### src/rtl/snake_pkg.sv
// Shared direction encodings, PS/2 scancodes and FSM state types for the
// snake PS/2 move encoder.
package snake_pkg;

    localparam logic [2:0] DIR_NONE  = 3'd0;
    localparam logic [2:0] DIR_UP    = 3'd1;
    localparam logic [2:0] DIR_RIGHT = 3'd2;
    localparam logic [2:0] DIR_DOWN  = 3'd3;
    localparam logic [2:0] DIR_LEFT  = 3'd4;

    localparam logic [7:0] SC_EXT      = 8'hE0;
    localparam logic [7:0] SC_BRK      = 8'hF0;
    localparam logic [7:0] SC_P1_UP    = 8'h1D;
    localparam logic [7:0] SC_P1_RIGHT = 8'h23;
    localparam logic [7:0] SC_P1_DOWN  = 8'h1B;
    localparam logic [7:0] SC_P1_LEFT  = 8'h1C;
    localparam logic [7:0] SC_P2_UP    = 8'h75;
    localparam logic [7:0] SC_P2_RIGHT = 8'h74;
    localparam logic [7:0] SC_P2_DOWN  = 8'h72;
    localparam logic [7:0] SC_P2_LEFT  = 8'h6B;
    localparam logic [7:0] SC_SPACE    = 8'h29;

    typedef enum logic [1:0] {RX_IDLE, RX_DATA, RX_PARITY, RX_STOP} rx_state_t;
    typedef enum logic [1:0] {D_IDLE, D_EXT, D_BRK, D_EXTBRK} dec_state_t;

    function automatic logic [2:0] opp_dir(input logic [2:0] d);
        case (d)
            DIR_UP:    opp_dir = DIR_DOWN;
            DIR_RIGHT: opp_dir = DIR_LEFT;
            DIR_DOWN:  opp_dir = DIR_UP;
            DIR_LEFT:  opp_dir = DIR_RIGHT;
            default:   opp_dir = DIR_NONE;
        endcase
    endfunction

    function automatic logic [2:0] p1_dir(input logic [7:0] code);
        case (code)
            SC_P1_UP:    p1_dir = DIR_UP;
            SC_P1_RIGHT: p1_dir = DIR_RIGHT;
            SC_P1_DOWN:  p1_dir = DIR_DOWN;
            SC_P1_LEFT:  p1_dir = DIR_LEFT;
            default:     p1_dir = DIR_NONE;
        endcase
    endfunction

    function automatic logic [2:0] p2_dir(input logic [7:0] code);
        case (code)
            SC_P2_UP:    p2_dir = DIR_UP;
            SC_P2_RIGHT: p2_dir = DIR_RIGHT;
            SC_P2_DOWN:  p2_dir = DIR_DOWN;
            SC_P2_LEFT:  p2_dir = DIR_LEFT;
            default:     p2_dir = DIR_NONE;
        endcase
    endfunction

endpackage

### src/rtl/ps2_rx.sv
// PS/2 frame receiver: input synchronizers, falling-edge detect, 11-bit frame
// FSM with odd-parity/stop checking and a mid-frame inactivity timeout.
module ps2_rx
    import snake_pkg::*;
#(
    parameter int unsigned TIMEOUT_CYCLES = 50000
) (
    input  logic       clock,
    input  logic       reset,
    input  logic       ps2_clk,
    input  logic       ps2_data,
    output logic       byte_valid,
    output logic [7:0] rx_byte,
    output logic       frame_err
);

    localparam int unsigned TW = $clog2(TIMEOUT_CYCLES + 1);

    logic          clk_s1, clk_s2, clk_d;
    logic          dat_s1, dat_s2;
    logic          fall;
    rx_state_t     state;
    logic [2:0]    count;
    logic [7:0]    shreg;
    logic          par;
    logic [TW-1:0] tcount;

    assign fall = clk_d & ~clk_s2;

    always_ff @(posedge clock or negedge reset) begin
        if (!reset) begin
            clk_s1     <= 1'b1;
            clk_s2     <= 1'b1;
            clk_d      <= 1'b1;
            dat_s1     <= 1'b1;
            dat_s2     <= 1'b1;
            state      <= RX_IDLE;
            count      <= '0;
            shreg      <= '0;
            par        <= 1'b0;
            tcount     <= '0;
            byte_valid <= 1'b0;
            rx_byte    <= '0;
            frame_err  <= 1'b0;
        end else begin
            clk_s1     <= ps2_clk;
            clk_s2     <= clk_s1;
            clk_d      <= clk_s2;
            dat_s1     <= ps2_data;
            dat_s2     <= dat_s1;
            byte_valid <= 1'b0;
            frame_err  <= 1'b0;
            if (fall) begin
                tcount <= '0;
                case (state)
                    RX_IDLE: begin
                        if (!dat_s2) begin
                            state <= RX_DATA;
                            count <= '0;
                        end
                    end
                    RX_DATA: begin
                        shreg <= {dat_s2, shreg[7:1]};
                        count <= count + 3'd1;
                        if (count == 3'd7)
                            state <= RX_PARITY;
                    end
                    RX_PARITY: begin
                        par   <= dat_s2;
                        state <= RX_STOP;
                    end
                    RX_STOP: begin
                        // Odd parity: data plus parity bit must hold an odd number of ones.
                        if (dat_s2 && (^{shreg, par})) begin
                            byte_valid <= 1'b1;
                            rx_byte    <= shreg;
                        end else begin
                            frame_err <= 1'b1;
                        end
                        state <= RX_IDLE;
                    end
                    default: state <= RX_IDLE;
                endcase
            end else if (state != RX_IDLE) begin
                if (tcount == TW'(TIMEOUT_CYCLES)) begin
                    frame_err <= 1'b1;
                    state     <= RX_IDLE;
                    tcount    <= '0;
                    count     <= '0;
                    shreg     <= '0;
                end else begin
                    tcount <= tcount + 1'b1;
                end
            end else begin
                tcount <= '0;
            end
        end
    end

endmodule

### src/rtl/ps2_move_encoder.sv
// PS/2 keyboard to snake move encoder: WASD drives move1, arrows drive move2,
// Space pulses restart. Define SNAKE_MOVE_LATCH_EN to commit moves on frame_tick.
module ps2_move_encoder
    import snake_pkg::*;
#(
    parameter int unsigned TIMEOUT_CYCLES = 50000,
    parameter int unsigned INIT_MOVE1     = 2,
    parameter int unsigned INIT_MOVE2     = 4
) (
    input  logic        clock,
    input  logic        reset,
    input  logic        ps2_clk,
    input  logic        ps2_data,
    input  logic        frame_tick,
    output logic [31:0] move1,
    output logic [31:0] move2,
    output logic        restart,
    output logic        frame_err
);

    logic       byte_valid;
    logic [7:0] rx_byte;

    ps2_rx #(
        .TIMEOUT_CYCLES(TIMEOUT_CYCLES)
    ) u_rx (
        .clock      (clock),
        .reset      (reset),
        .ps2_clk    (ps2_clk),
        .ps2_data   (ps2_data),
        .byte_valid (byte_valid),
        .rx_byte    (rx_byte),
        .frame_err  (frame_err)
    );

    dec_state_t dec, dec_nxt;
    logic [2:0] m1, m2;
    logic [2:0] req1, req2;
    logic       space;
    logic       acc1, acc2;

    assign move1 = {29'd0, m1};
    assign move2 = {29'd0, m2};

    always_comb begin
        dec_nxt = dec;
        req1    = DIR_NONE;
        req2    = DIR_NONE;
        space   = 1'b0;
        if (byte_valid) begin
            case (dec)
                D_IDLE: begin
                    if (rx_byte == SC_EXT)
                        dec_nxt = D_EXT;
                    else if (rx_byte == SC_BRK)
                        dec_nxt = D_BRK;
                    else begin
                        req1  = p1_dir(rx_byte);
                        space = (rx_byte == SC_SPACE);
                    end
                end
                D_EXT: begin
                    if (rx_byte == SC_BRK)
                        dec_nxt = D_EXTBRK;
                    else begin
                        req2    = p2_dir(rx_byte);
                        dec_nxt = D_IDLE;
                    end
                end
                default: dec_nxt = D_IDLE;
            endcase
        end
    end

    // Reversal is always judged against the committed direction.
    assign acc1 = (req1 != DIR_NONE) && (req1 != opp_dir(m1));
    assign acc2 = (req2 != DIR_NONE) && (req2 != opp_dir(m2));

`ifdef SNAKE_MOVE_LATCH_EN
    logic [2:0] pend1, pend2;

    // A tick commits the pending value held before this cycle; a same-cycle key lands in pending.
    always_ff @(posedge clock or negedge reset) begin
        if (!reset) begin
            dec     <= D_IDLE;
            restart <= 1'b0;
            m1      <= 3'(INIT_MOVE1);
            m2      <= 3'(INIT_MOVE2);
            pend1   <= 3'(INIT_MOVE1);
            pend2   <= 3'(INIT_MOVE2);
        end else begin
            dec     <= dec_nxt;
            restart <= space;
            if (frame_tick) begin
                m1 <= pend1;
                m2 <= pend2;
            end
            if (acc1)
                pend1 <= req1;
            if (acc2)
                pend2 <= req2;
        end
    end
`else
    logic unused_frame_tick;
    assign unused_frame_tick = frame_tick;

    always_ff @(posedge clock or negedge reset) begin
        if (!reset) begin
            dec     <= D_IDLE;
            restart <= 1'b0;
            m1      <= 3'(INIT_MOVE1);
            m2      <= 3'(INIT_MOVE2);
        end else begin
            dec     <= dec_nxt;
            restart <= space;
            if (acc1)
                m1 <= req1;
            if (acc2)
                m2 <= req2;
        end
    end
`endif

endmodule

### config.mk
export PLATFORM = sky130hd
export DESIGN_NAME = ps2_move_encoder
export DESIGN_NICKNAME = d
export VERILOG_FILES = /design/src/rtl/snake_pkg.sv /design/src/rtl/ps2_rx.sv /design/src/rtl/ps2_move_encoder.sv
export SDC_FILE = /design/constraint.sdc
export NUM_CORES = 1
export LEC_CHECK = 0
export CAP_MARGIN = 10
export CORE_MARGIN = 2
export CORE_UTILIZATION = 40
export DETAILED_ROUTE_END_ITERATION = 10
export GPL_ROUTABILITY_DRIVEN = 0
export PLACE_DENSITY_LB_ADDON = 0.2
export RECOVER_POWER = 25
export SETUP_SLACK_MARGIN = 0.1
export SLEW_MARGIN = 20
export SYNTH_ARGS = -nofsm -noshare
export SYNTH_HDL_FRONTEND = slang
export SYNTH_SLANG_ARGS = --single-unit
export TNS_END_PERCENT = 10
### constraint.sdc
create_clock -name clock -period 4.5 [get_ports clock]
set_input_delay 0.9 -clock clock [delete_from_list [all_inputs] [get_ports clock]]
set_output_delay 0.9 -clock clock [all_outputs]
set_load 0.01 [all_outputs]
==> impl_metrics.env <==
export IMPL_m1WireLength_microns=2410
export IMPL_path_clk_slew_ns=0.10
export IMPL_cts_root_buf="clkbuf_8"
export IMPL_slowest_stage="dfstp_2"
export IMPL_core_sq_um=7770
export IMPL_crit_chain="clkdlybuf4s50_1"
export IMPL_synth_avg_cell_area_sq_um=10.2
export IMPL_wl_per_cell_microns=11.9
export IMPL_die_area_sq_um=8790
export IMPL_grt_overflow_total=0
export IMPL_p_int_w=0.000743
export IMPL_critPathArrivalTime_ns=1.46
export IMPL_worstSetupPathType="flop to output port"
export IMPL_hp_class="flop to flop"
export IMPL_num_io_pins=71
export IMPL_drive_gt1_share_pct=9.48
export IMPL_cp_top_family="flip-flops"
export IMPL_cts_sinks=54
export IMPL_seqPwrFrac_pct=52.3
export IMPL_rows=32
export IMPL_final_common_cell="conb_1"
export IMPL_postCtsSetupBuffers=0
export IMPL_antenna_cells=0
export IMPL_cp_slowest_stage_delay_ns=0.60
export IMPL_dr_pass1_iters=4
export IMPL_worstPathMaxFanout=7
export IMPL_htreeDepth=2
export IMPL_rsz0062_at_grt="false"
export IMPL_grt_max_degree=36
export IMPL_grt_pass1_wl_microns=8690
export IMPL_setup_tns_ns=0
export IMPL_dieWidth_microns=93.7
export IMPL_slew_headroom_pct=26.5
export IMPL_cp_startpoint="m1[1]$_DFFE_PN1P_"
export IMPL_whs_endpoint="u_rx.dat_s2$_DFF_PN1_"
export IMPL_critical_path_startpoint_type="flop"
export IMPL_reg2reg_from="u_rx.shreg[5]$_DFFE_PN0P_"
export IMPL_most_common_layout_cells="conb_1 (58), dfrtp_1 (47), nor2_1 (21)"
export IMPL_met2_length_microns=2500
export IMPL_netlist_area_sq_um=3220
export IMPL_cts_resized=0
export IMPL_initial_utilization_pct=41.5
export IMPL_clk_latency_ns=0.30
export IMPL_num_vias=2022
export IMPL_max_freq_ghz=0.425
export IMPL_synth_async_reset_ratio_pct=100
export IMPL_comb_power_share_pct=16.6
export IMPL_cellLeakagePower_nw=1.48
export IMPL_worst_pin_slew_ns=1.10
export IMPL_p_sw_w=0.000291
export IMPL_rr_endpoint="u_rx.rx_byte[3]$_DFFE_PN0P_"
export IMPL_hold_viol=0
export IMPL_cap_violations=0
export IMPL_drt_iter0_drc=65
export IMPL_post_route_min_period_ns=2.36
export IMPL_final_core_util_pct=42.3
export IMPL_synth_edf_count=0
export IMPL_r2r_cells=5
export IMPL_holdPathStages=0
export IMPL_cts_path_max_buffers=2
export IMPL_r2r_setup_slack_ns=2.37
export IMPL_outcome="complete, no violations"
export IMPL_viasPerCell=4.71
export IMPL_io_buffers=11
export IMPL_finalPower_w=0.00103
export IMPL_grt_pass1_vias=1890
export IMPL_ys_ff_latch=54
export IMPL_top_layer="met4"
export IMPL_report_final_slew_viol_count=0
export IMPL_finClkSkew_ns=0.00625
export IMPL_synth_warnings=0
export IMPL_powerDensity_nw_per_um2=314
export IMPL_antenna_found_initial=0
export IMPL_cp_data_required_time_ns=3.60
export IMPL_wl_met3_microns=170
export IMPL_regArea_sq_um=1360
export IMPL_die_height_microns=93.7
export IMPL_fillers=777
export IMPL_syn_inst=315
export IMPL_multi_input_area_sq_um=1540
export IMPL_post_route_drc_count=0
export IMPL_ir_worst_vdd_v=0.000225
export IMPL_yosysSeqAreaShare_pct=42.2
export IMPL_netSwitchingFraction_pct=28.1
export IMPL_hold_path_startpoint="u_rx.dat_s1$_DFF_PN1_"
export IMPL_cts_buffers=5
export IMPL_setup_viol=0
export IMPL_worst_setup_path_end_kind="output port"
export IMPL_cts_tree="done"
export IMPL_final_nets=339
export IMPL_finalCritPeriodShare_pct=52.3
export IMPL_pwr_share_clk_pct=31.1
export IMPL_dominantRegCellSynth="dfrtp_1"
export IMPL_track_usage_pct=12.2
export IMPL_ctsHoldBuffers=0
export IMPL_routed_wl_microns=5120
export IMPL_postRouteAntennaNets=0
export IMPL_crit_buf_inv=1
export IMPL_synthDistinctLibCells=53
export IMPL_syn2layout_area_growth_pct=2.10
export IMPL_dp_hpwl_microns=3750
-- synthesized netlist by cell type, types with 5 or more instances --
cell type / n / area (sq um)
or3_1: 5 / 31.3
a22o_1: 7 / 61.3
xnor2_1: 10 / 87.6
dfstp_2: 7 / 184
nor2_1: 21 / 78.8
nor2b_1: 8 / 50.1
nand2_1: 14 / 52.6
ha_1: 8 / 100
a21oi_1: 9 / 45.0
nand2b_1: 5 / 31.3
o21ai_0: 10 / 50.1
nand4_1: 8 / 50.1
dfrtp_1: 47 / 1180
buf_4: 59 / 443
xor2_1: 7 / 61.3
inv_1: 12 / 45.0
mux2_4: 8 / 120
nand3_1: 7 / 35.0
-- through the flow --
step	cell area [sq um]	setup WS, ns	hold slack (ns)	instances
final	3290	2.14	0.360	429
after global routing	3290	2.11	0.366	429
after CTS	3290	2.13	0.362	429
after detailed placement	3180	2.37	0.347	421
after global placement	3180	2.37	0.346	421
after floorplan	3440	2.66	0.345	372
-- final cells by class --
| type | count | share of cell area (%) |
|---|---|---|
| Clock buffer | 6 | 2.21 |
| Clock inverter | 2 | 1.14 |
| Inverter | 12 | 1.37 |
| Multi-Input combinational cell | 241 | 46.7 |
| Sequential cell | 54 | 41.3 |
| Tap cell | 102 | 3.88 |
| Timing Repair Buffer | 12 | 3.39 |
-- cells by family (layout without fill, tap and decap cells) --
family / count (synthesis) / in the layout / synth area share [%]
multiplexers: 12 / 12 / 5.01
adder cells (fa/ha/maj): 8 / 8 / 3.11
flip-flops: 54 / 54 / 42.2
AO/OA/AOI/OAI: 53 / 53 / 11.5
XOR/XNOR: 18 / 18 / 5.32
other: 1 / 58 / 0.116
AND/OR/NAND/NOR: 92 / 92 / 16.0
buffers and inverters: 77 / 32 / 16.8
-- power by group through the flow --
| stage | Combinational, W | Sequential, W | Clock [W] |
|---|---|---|---|
| 5_1_grt | 0.000201 | 0.000546 | 0.000352 |
| 4_1_cts | 0.000175 | 0.000542 | 0.000339 |
| 2_1_floorplan | 0.000173 | 0.000546 | 0 |
| 6_report | 0.000171 | 0.000541 | 0.000322 |
| 3_5_place_dp | 0.000174 | 0.000551 | 0 |
| 3_3_place_gp | 0.000172 | 0.000550 | 0 |
-- sequential cells by signal, summed over array words and instances (netlist names) --
signal,flops
u_rx.tcount,16
u_rx.rx_byte,8
u_rx.shreg,8
m1,3
m2,3
u_rx.count,3
dec,2
u_rx.state,2
restart,1
u_rx.byte_valid,1
u_rx.clk_d,1
u_rx.clk_s1,1
u_rx.clk_s2,1
u_rx.dat_s1,1
u_rx.dat_s2,1
u_rx.frame_err,1
u_rx.par,1
-- per-layer routing --
metal  GRT usage (%)  vias up
met2            20.2       38
li1                -      996
met4            2.90        0
met3            2.65        4
met1            16.5      984
met5               0        -
-- worst max path at each step --
stage	end	slack (ns)	depth (start not counted)
after floorplan	u_rx.rx_byte[0]$_DFFE_PN0P_	2.66	6
after global placement	u_rx.rx_byte[6]$_DFFE_PN0P_	2.37	5
after detailed placement	u_rx.rx_byte[3]$_DFFE_PN0P_	2.37	5
after CTS	move1[1]	2.13	1
after global routing	move1[1]	2.11	1
final	move1[1]	2.14	1
No activity file was read; power rests on OpenSTA's default activity.
